<file path="src/rtl/rle_dec_if.sv">
// AXI4-stream bundle shared by the run-length decoder input and output sides.
// Source-side modports (s/master) drive the payload; sink-side modports (d/slave) drive TREADY.
interface axi4_stream_if #(
    parameter int DW = 8,
    parameter int DN = 1
) (
    input logic ACLK,
    input logic ARESETn
);
    logic          TVALID;
    logic          TREADY;
    logic          TLAST;
    logic [DW-1:0] TDATA;
    logic [DN-1:0] TKEEP;

    modport s (
        input  ACLK, ARESETn, TREADY,
        output TVALID, TDATA, TLAST, TKEEP
    );

    modport d (
        input  ACLK, ARESETn, TVALID, TDATA, TLAST, TKEEP,
        output TREADY
    );

    modport master (
        input  ACLK, ARESETn, TREADY,
        output TVALID, TDATA, TLAST, TKEEP
    );

    modport slave (
        input  ACLK, ARESETn, TVALID, TDATA, TLAST, TKEEP,
        output TREADY
    );
endinterface

</file>
<file path="src/rtl/rle_dec.sv">
// Run-length decoder: each {cnt, dat} input word is replayed cnt+1 times on the output stream.
// A single holding register carries the word; the input is re-opened on the last repetition.
//
//   state    | meaning
//   ST_IDLE  | nothing held, input always ready
//   ST_HOLD  | word held and presented on sto; hld_cnt_q = extra repeats still owed
module rle_dec #(
    parameter int CW = 8,
    parameter int DW = 8,
    parameter int SW = 32
) (
    axi4_stream_if.d    sti,
    axi4_stream_if.s    sto,
    input  logic          ctl_rst,
    input  logic          cfg_ena,
    output logic          sts_run,
    output logic [SW-1:0] sts_smp
);

    typedef enum logic {
        ST_IDLE = 1'b0,
        ST_HOLD = 1'b1
    } state_t;

    state_t          state_q, state_d;
    logic [DW-1:0]   hld_dat_q, hld_dat_d;
    logic [CW-1:0]   hld_cnt_q, hld_cnt_d;
    logic            hld_lst_q, hld_lst_d;
    logic [SW-1:0]   smp_q, smp_d;

    logic            last_rep;
    logic            in_rdy;
    logic            ld;
    logic            em;
    logic [CW-1:0]   in_cnt;
    logic [DW-1:0]   in_dat;

    assign in_cnt   = sti.TDATA[CW+DW-1:DW];
    assign in_dat   = sti.TDATA[DW-1:0];
    assign last_rep = (hld_cnt_q == '0);
    // Ready is combinational from sto.TREADY so the next word lands in the same cycle the last repeat leaves.
    assign in_rdy   = (state_q == ST_IDLE) | (sto.TREADY & last_rep);
    assign ld       = sti.TVALID & in_rdy;
    assign em       = (state_q == ST_HOLD) & sto.TREADY;

    always_ff @(posedge sti.ACLK) begin
        if (!sti.ARESETn || ctl_rst) begin
            state_q   <= ST_IDLE;
            hld_dat_q <= '0;
            hld_cnt_q <= '0;
            hld_lst_q <= 1'b0;
            smp_q     <= '0;
        end else begin
            state_q   <= state_d;
            hld_dat_q <= hld_dat_d;
            hld_cnt_q <= hld_cnt_d;
            hld_lst_q <= hld_lst_d;
            smp_q     <= smp_d;
        end
    end

    always_comb begin
        state_d   = state_q;
        hld_dat_d = hld_dat_q;
        hld_cnt_d = hld_cnt_q;
        hld_lst_d = hld_lst_q;
        smp_d     = smp_q + {{(SW-1){1'b0}}, em};

        if (em) begin
            if (!last_rep) begin
                hld_cnt_d = hld_cnt_q - 1'b1;
            end else begin
                state_d = ST_IDLE;
            end
        end

        // A load in the same cycle as the final repeat overrides the drop to idle.
        if (ld) begin
            state_d   = ST_HOLD;
            hld_dat_d = in_dat;
            hld_lst_d = sti.TLAST;
            hld_cnt_d = cfg_ena ? in_cnt : '0;
        end
    end

    always_comb begin
        sti.TREADY = in_rdy;
        sto.TVALID = (state_q == ST_HOLD);
        sto.TDATA  = hld_dat_q;
        sto.TLAST  = hld_lst_q & last_rep;
        sto.TKEEP  = '1;
        sts_run    = (state_q == ST_HOLD);
        sts_smp    = smp_q;
    end

endmodule

</file>
<file path="src/flat_wrapper.sv">
// flat-port wrapper written by rule: the top's interface ports become plain ports
module rle_dec_flat 
#(
    parameter int CW = 8,
    parameter int DW = 8,
    parameter int SW = 32
)
  (ctl_rst, cfg_ena, sts_run, sts_smp, ACLK, ARESETn, sti_TVALID, sti_TDATA, sti_TLAST, sti_TKEEP, sti_TREADY, sto_TREADY, sto_TVALID, sto_TDATA, sto_TLAST, sto_TKEEP);
  axi4_stream_if #(.DW(DW), .DN(1)) sti_i (.ACLK(ACLK), .ARESETn(ARESETn));
  axi4_stream_if #(.DW(DW), .DN(1)) sto_i (.ACLK(ACLK), .ARESETn(ARESETn));
  input  logic ctl_rst;
  input  logic cfg_ena;
  output logic sts_run;
  output logic [SW-1:0] sts_smp;
  input wire logic ACLK;
  input wire logic ARESETn;
  input wire logic [$bits(sti_i.TVALID)-1:0] sti_TVALID;
  input wire logic [$bits(sti_i.TDATA)-1:0] sti_TDATA;
  input wire logic [$bits(sti_i.TLAST)-1:0] sti_TLAST;
  input wire logic [$bits(sti_i.TKEEP)-1:0] sti_TKEEP;
  output wire logic [$bits(sti_i.TREADY)-1:0] sti_TREADY;
  input wire logic [$bits(sto_i.TREADY)-1:0] sto_TREADY;
  output wire logic [$bits(sto_i.TVALID)-1:0] sto_TVALID;
  output wire logic [$bits(sto_i.TDATA)-1:0] sto_TDATA;
  output wire logic [$bits(sto_i.TLAST)-1:0] sto_TLAST;
  output wire logic [$bits(sto_i.TKEEP)-1:0] sto_TKEEP;
  assign sti_i.TVALID = sti_TVALID;
  assign sti_i.TDATA = sti_TDATA;
  assign sti_i.TLAST = sti_TLAST;
  assign sti_i.TKEEP = sti_TKEEP;
  assign sti_TREADY = sti_i.TREADY;
  assign sto_i.TREADY = sto_TREADY;
  assign sto_TVALID = sto_i.TVALID;
  assign sto_TDATA = sto_i.TDATA;
  assign sto_TLAST = sto_i.TLAST;
  assign sto_TKEEP = sto_i.TKEEP;
  rle_dec #(.CW(CW), .DW(DW), .SW(SW)) u_core (.sti(sti_i), .sto(sto_i), .ctl_rst(ctl_rst), .cfg_ena(cfg_ena), .sts_run(sts_run), .sts_smp(sts_smp));
endmodule
</file>
<file path="config.mk">
export PLATFORM = sky130hd
export DESIGN_NAME = rle_dec_flat
export DESIGN_NICKNAME = d
export VERILOG_FILES = /design/src/rtl/rle_dec_if.sv /design/src/rtl/rle_dec.sv /design/src/flat_wrapper.sv
export SDC_FILE = /design/constraint.sdc
export NUM_CORES = 1
export LEC_CHECK = 0
export BUFFER_PORTS_ARGS = -buffer_cell sky130_fd_sc_hd__buf_2
export CAP_MARGIN = 20
export CORE_MARGIN = 2
export CORE_UTILIZATION = 47
export DETAILED_ROUTE_END_ITERATION = 7
export GPL_TIMING_DRIVEN = 0
export HOLD_SLACK_MARGIN = 0.1
export PLACE_DENSITY = 0.78
export SETUP_SLACK_MARGIN = 0.1
export SLEW_MARGIN = 20
export SYNTH_ARGS = -nofsm -noshare
export SYNTH_HDL_FRONTEND = slang
export SYNTH_SLANG_ARGS = --single-unit
</file>
<file path="constraint.sdc">
create_clock -name ACLK -period 2.5 [get_ports ACLK]
set_input_delay 0.125 -clock ACLK [delete_from_list [all_inputs] [get_ports ACLK]]
set_output_delay 0.125 -clock ACLK [all_outputs]
set_load 0.02 [all_outputs]
</file>
Yosys cells after proc, flatten, opt, wreduce, memory -nomap -nowiden --
Index checks and enable logic that the tools add are counted.
Operators by class: $add $sub $neg 2, multiply operators 0, divide/modulo/power cells 0, order comparisons 0, equality and inequality tests 1, shift operators 0, mux-type cells 7, bitwise logic cells 6, reductions and logical operators 7
Operators with widths (count):
- adder 32 x 1 -> 32 bit | 1
- 2-to-1 mux 8 bit | 4
- zero test 8 bit | 1
- subtractor 8 x 1 -> 8 bit, second input constant | 1
- AND 1 bit | 4
- AND reduction 2 bit | 2
- nonzero test 2 bit | 2
- 2-to-1 mux 1 bit | 3
- inequality test 2 bit, second input constant | 1
- zero test 1 bit | 1
- logical OR 1 bit | 1
- NOT 1 bit | 1
- bitwise OR 1 bit | 1
Storage, ports and cells: bits in registers 50, latch bits 0, RAM bits 0, bits in read-only memories 0, bits of input ports 16, word-level logic and storage cells 28, memories 0

Logic depth before layout (Yosys ltp) --
depth in word-level cells 6, gate-level depth with buffers 9

Worst setup path before layout --
OpenSTA, ideal clock, no wires.
path type reg-to-reg, start register u_core.state_q, in the netlist u_core.sto.TVALID, end register u_core.smp_q[30], in the netlist u_core.sts_smp[30], library setup time 0.070 ns, data arrival time 2.481 ns, slack -0.051 ns, cell stages (with the launch flop) 9, path buffers 0, cells stage by stage dfxtp_1 nand2_1 inv_1 ha_1 ha_1 nand3_1 or4_4 or4_1 a21oi_1
On the way: cells in the longest elaborated chain, start to end 2
Ends and longest elaborated chain:
- start: declaration | line rle_dec.sv:25 | state_t state_q, state_d;
- start signal: assignment | line rle_dec.sv:54 | state_q <= state_d;
- AND 1 bit | line rle_dec.sv:44 | assign em = (state_q == ST_HOLD) & sto.TREADY;
- adder 32 x 1 -> 32 bit | line rle_dec.sv:67 | smp_d = smp_q + {{(SW-1){1'b0}}, em};
- end signal: assignment | line rle_dec.sv:58 | smp_q <= smp_d;
- end: declaration | line rle_dec.sv:29 | logic [SW-1:0] smp_q, smp_d;
Every way passes these cells. A chain may end at the register's enable or synchronous reset.

Worst setup path in the final report --
Ends and elaborated chain as after synthesis.

==> implementation parameters <==
Parameter                              Value

Status
  Run status ... finished, final reports clean

Clock network
  Skew-Pair Late Insertion Delay ... just over 0.3 ns
  CTS H-Tree Depth ... 2
  Clk sink count ... 50
  Reg clk slew, reported paths ... 0.09 ns
  Number of post-CTS setup repair buffers ... 0
  Number of buffers created by CTS ... 5
  Clock tree from TritonCTS ... yes
  Clk root buf ... sky130_fd_sc_hd__clkbuf_8
  Maximum number of buffers from clock root to sink ... 2

Final layout
  Post-route insts no fill ... approximately 420
  Synthesis-to-finish area growth ... 25.3%
  Final design instance area without fill ... roughly 0.003 mm2
  Antenna fix cells ... 0
  Final #Nets ... 368
  Share of layout cells above drive strength 1 ... 23.1%

Routing
  Met2 wire length ... 2.77 mm
  Number of detailed-routing iterations run before antenna repair ... 4
  DRT antenna net count ... 0
  Routed vias/inst ... 5.53
  DR WL/cell ... 13.9 um
  Met1 wire length ... 2.67 mm
  DRC errors left ... 0
  Drt total wl ... ~5.8 mm
  Highest signal layer in the routed design ... met4
  1st-iter DRT viols ... 137
  Vias post-DR ... 2306
  Met3 wirelength from detailed routing ... between 300 and 400 um

Critical path
  Class of the most critical setup path ... reg -> reg
  Critical Path Fanout Max ... 6
  Kind of start point of the critical path ... register
  Kind of end point of the critical path ... register
  Required time of the worst setup path ... approximately 2.7 ns
  Cell count of the worst reg-to-reg path ... 8
  Signal arrival time at the worst endpoint ... ~2.5 ns

Die
  FP Rows ... 25
  Boundary Pins ... 61
  Initial core utilization ... 49.4%
  Core box area ... 0.00479 mm2
  Chip height ... 74.9 um
  Horizontal die dimension ... 74.9 um
  Die area ... 0.00561 mm2

GRT
  Number of antenna violations at the first check in global routing ... 0
  Pin count of the biggest net entering global routing ... 15
  Overall overflow remaining after global route ... 0
  Global-route usage over all layers ... 20.4%
  Wire length of the first global-routing pass ... approximately 8.9 mm
  Via count of the first global-routing pass ... between 1500 and 2000

Yosys
  Per-instance average area after synthesis ... 8.56 um2
  Fraction of synthesized cell area in xor and xnor cells ... between 5 and 6%
  Adder and majority gate portion of the synthesized area ... 1.59%
  Flip-flop and latch count after synthesis ... 50
  Async set-or-reset flop fraction in the synthesized netlist ... 0%
  Net count of the mapped netlist ... 295
  Leading register cell type out of synthesis ... sky130_fd_sc_hd__dfxtp_1
  Combinational family with the most area after synthesis ... simple AND/OR/NAND/NOR gates
  Cell area after technology mapping ... 0.00236 mm2
  Fraction of the mapped netlist area in compound gates ... between 10% and 20%
  Area share of and/or/nand/nor cells after synthesis ... 28.8%
  Count of flip-flops with a built-in enable after synthesis ... 0
  Synth warnings ... 0
  Instance count of the mapped netlist ... about 280
  Fraction of the yosys area taken by sequential cells ... 42.4%
  Yosys cell types ... 45
  Post-synthesis mux area share ... 2.12%

Run
  Count of maximum capacitance violations ... 0

Timing
  Final Critical Period ... 2.30 ns
  Worst hold margin ... 0.252 ns
  Count of final setup violators ... 0
  Fmax achieved ... 435 MHz
  Fin. Hold Viols ... 0
  Post-route fraction of the period consumed by the critical path ... between 90 and 100%
  Final clock skew ... a little over 0.008 ns
  Unrepaired setup endpoints after global routing ... false
  Slew headroom ... around 56%
  Final Slew Violations ... 0
  Setup WS post-layout ... 0.203 ns
  Worst-margin pin slew ... 0.656 ns
  Post-Route Setup TNS ... 0 ns

Place
  DP Cell Count ... 400
  Cell area after placement ... 0.00274 mm2
  Buffers added on ports ... 57
  Post-DP HPWL ... 3.94 mm
  Setup WS pre-CTS ... -0.0972 ns
  Gp weighted congestion ... 0.885

Hold path
  Min-Delay Path Depth ... 4
  HP Class ... in -> reg

Power and ir drop
  Static Leak ... roughly 0.0012 uW
  Power density of the placed cells ... 471 mW/mm2
  Worst vdd ir ... 0.240 mV
==> cell usage after synthesis, types with 9 or more instances <==
library cell,count,area (um2)
sky130_fd_sc_hd__dfxtp_1,50,1000
sky130_fd_sc_hd__nand3_1,22,110
sky130_fd_sc_hd__xnor2_1,9,78.8
sky130_fd_sc_hd__inv_1,10,37.5
sky130_fd_sc_hd__o21ai_0,13,65.1
sky130_fd_sc_hd__nand2_1,17,63.8
sky130_fd_sc_hd__nor2_1,25,93.8
sky130_fd_sc_hd__clkbuf_1,12,45.0
sky130_fd_sc_hd__a21oi_1,22,110
==> final timing paths <==
| check | from | to | slack (ns) |
|---|---|---|---|
| worst max-delay path | u_core.sto.TVALID | u_core.sts_smp[30] | 0.20 |
| worst min-delay path | ctl_rst | u_core.sts_smp[29] | 0.25 |
| worst max register to register | u_core.sto.TVALID | u_core.sts_smp[30] | 0.20 |
| worst min register to register | u_core.sto.TDATA[2] | u_core.sto.TDATA[2] | 0.48 |
==> placed cells by master, fill, tap and decap left out, types with 9 or more instances in the layout <==
cell / netlist / routed
sky130_fd_sc_hd__inv_1: 10 / 9
sky130_fd_sc_hd__xnor2_1: 9 / 9
sky130_fd_sc_hd__nand3_1: 22 / 21
sky130_fd_sc_hd__nor2_1: 25 / 25
sky130_fd_sc_hd__o21ai_0: 13 / 13
sky130_fd_sc_hd__nand2_1: 17 / 17
sky130_fd_sc_hd__a21oi_1: 22 / 22
sky130_fd_sc_hd__dlygate4sd3_1: 0 / 9
sky130_fd_sc_hd__dfxtp_1: 50 / 49
sky130_fd_sc_hd__buf_2: 0 / 57
sky130_fd_sc_hd__clkbuf_1: 12 / 12
==> layer usage <==
metal / vias to the layer above / track usage [%]
met1: 1088 / 25.9
met2: 57 / 34.7
li1: 1154 / -
met4: 0 / 5.16
met5: - / 0
met3: 7 / 5.35
==> through the flow <==
stage          total power [uW]  utilization [%]
5_1_grt                    1450             61.9
4_1_cts                    1400             61.4
6_report                   1390             61.9
2_1_floorplan               882                -
3_5_place_dp                913             57.2
3_3_place_gp                912             57.2
==> power breakdown <==
group | leakage (uW) | total (uW) | internal, uW | switching, uW
registers | 0.000404 | 807 | 802 | 5.23
logic | 0.000722 | 101 | 40.9 | 60.5
clock network | 0.0000482 | 486 | 224 | 262
==> critical path: stages (launching register included) <==
cell and delay, ns:
sky130_fd_sc_hd__dfxtp_4 0.38, sky130_fd_sc_hd__nand2_1 0.09, sky130_fd_sc_hd__inv_2 0.12, sky130_fd_sc_hd__ha_4 0.17, sky130_fd_sc_hd__ha_4 0.17, sky130_fd_sc_hd__nand3_4 0.12, sky130_fd_sc_hd__or4_4 0.54, sky130_fd_sc_hd__or4_1 0.48
sky130_fd_sc_hd__a21oi_1 0.15
==> kinds of logic after synthesis <==
logic type / Yosys count
adders and majority gates: 3
muxes: 5
DFF: 50
buffers and inverters: 24
other: 1
and+or+nand+nor: 119
AOI/OAI and AO/OA: 59
xor gates and xnor gates: 15
==> state kept, by name, indices dropped and copies added, names as in the netlist <==
| register | cells |
|---|---|
| u_core.hld_cnt_q | 8 |
| u_core.hld_lst_q | 1 |
| u_core.sto.TDATA | 8 |
| u_core.sto.TVALID | 1 |
| u_core.sts_smp | 32 |
==> cell type report <==
class	count	area, um2
sequential	50	1000
fill	432	1820
tap	67	83.8
buffer	14	61.3
timing repair buffer	66	375
clock inverter	1	5.00
inverter	10	37.5
multi-input combinational	202	1310
clock buffer	7	86.3
==> what timing repair did <==
action	4_1_cts	5_1_grt
pin swaps	1	0
hold buffers	9	0
hold endpoints to repair	9	0
gates resized for setup	5	3
endpoints found under the setup margin	7	7
cloned	0	0
Power figures use the tool's default switching activity.
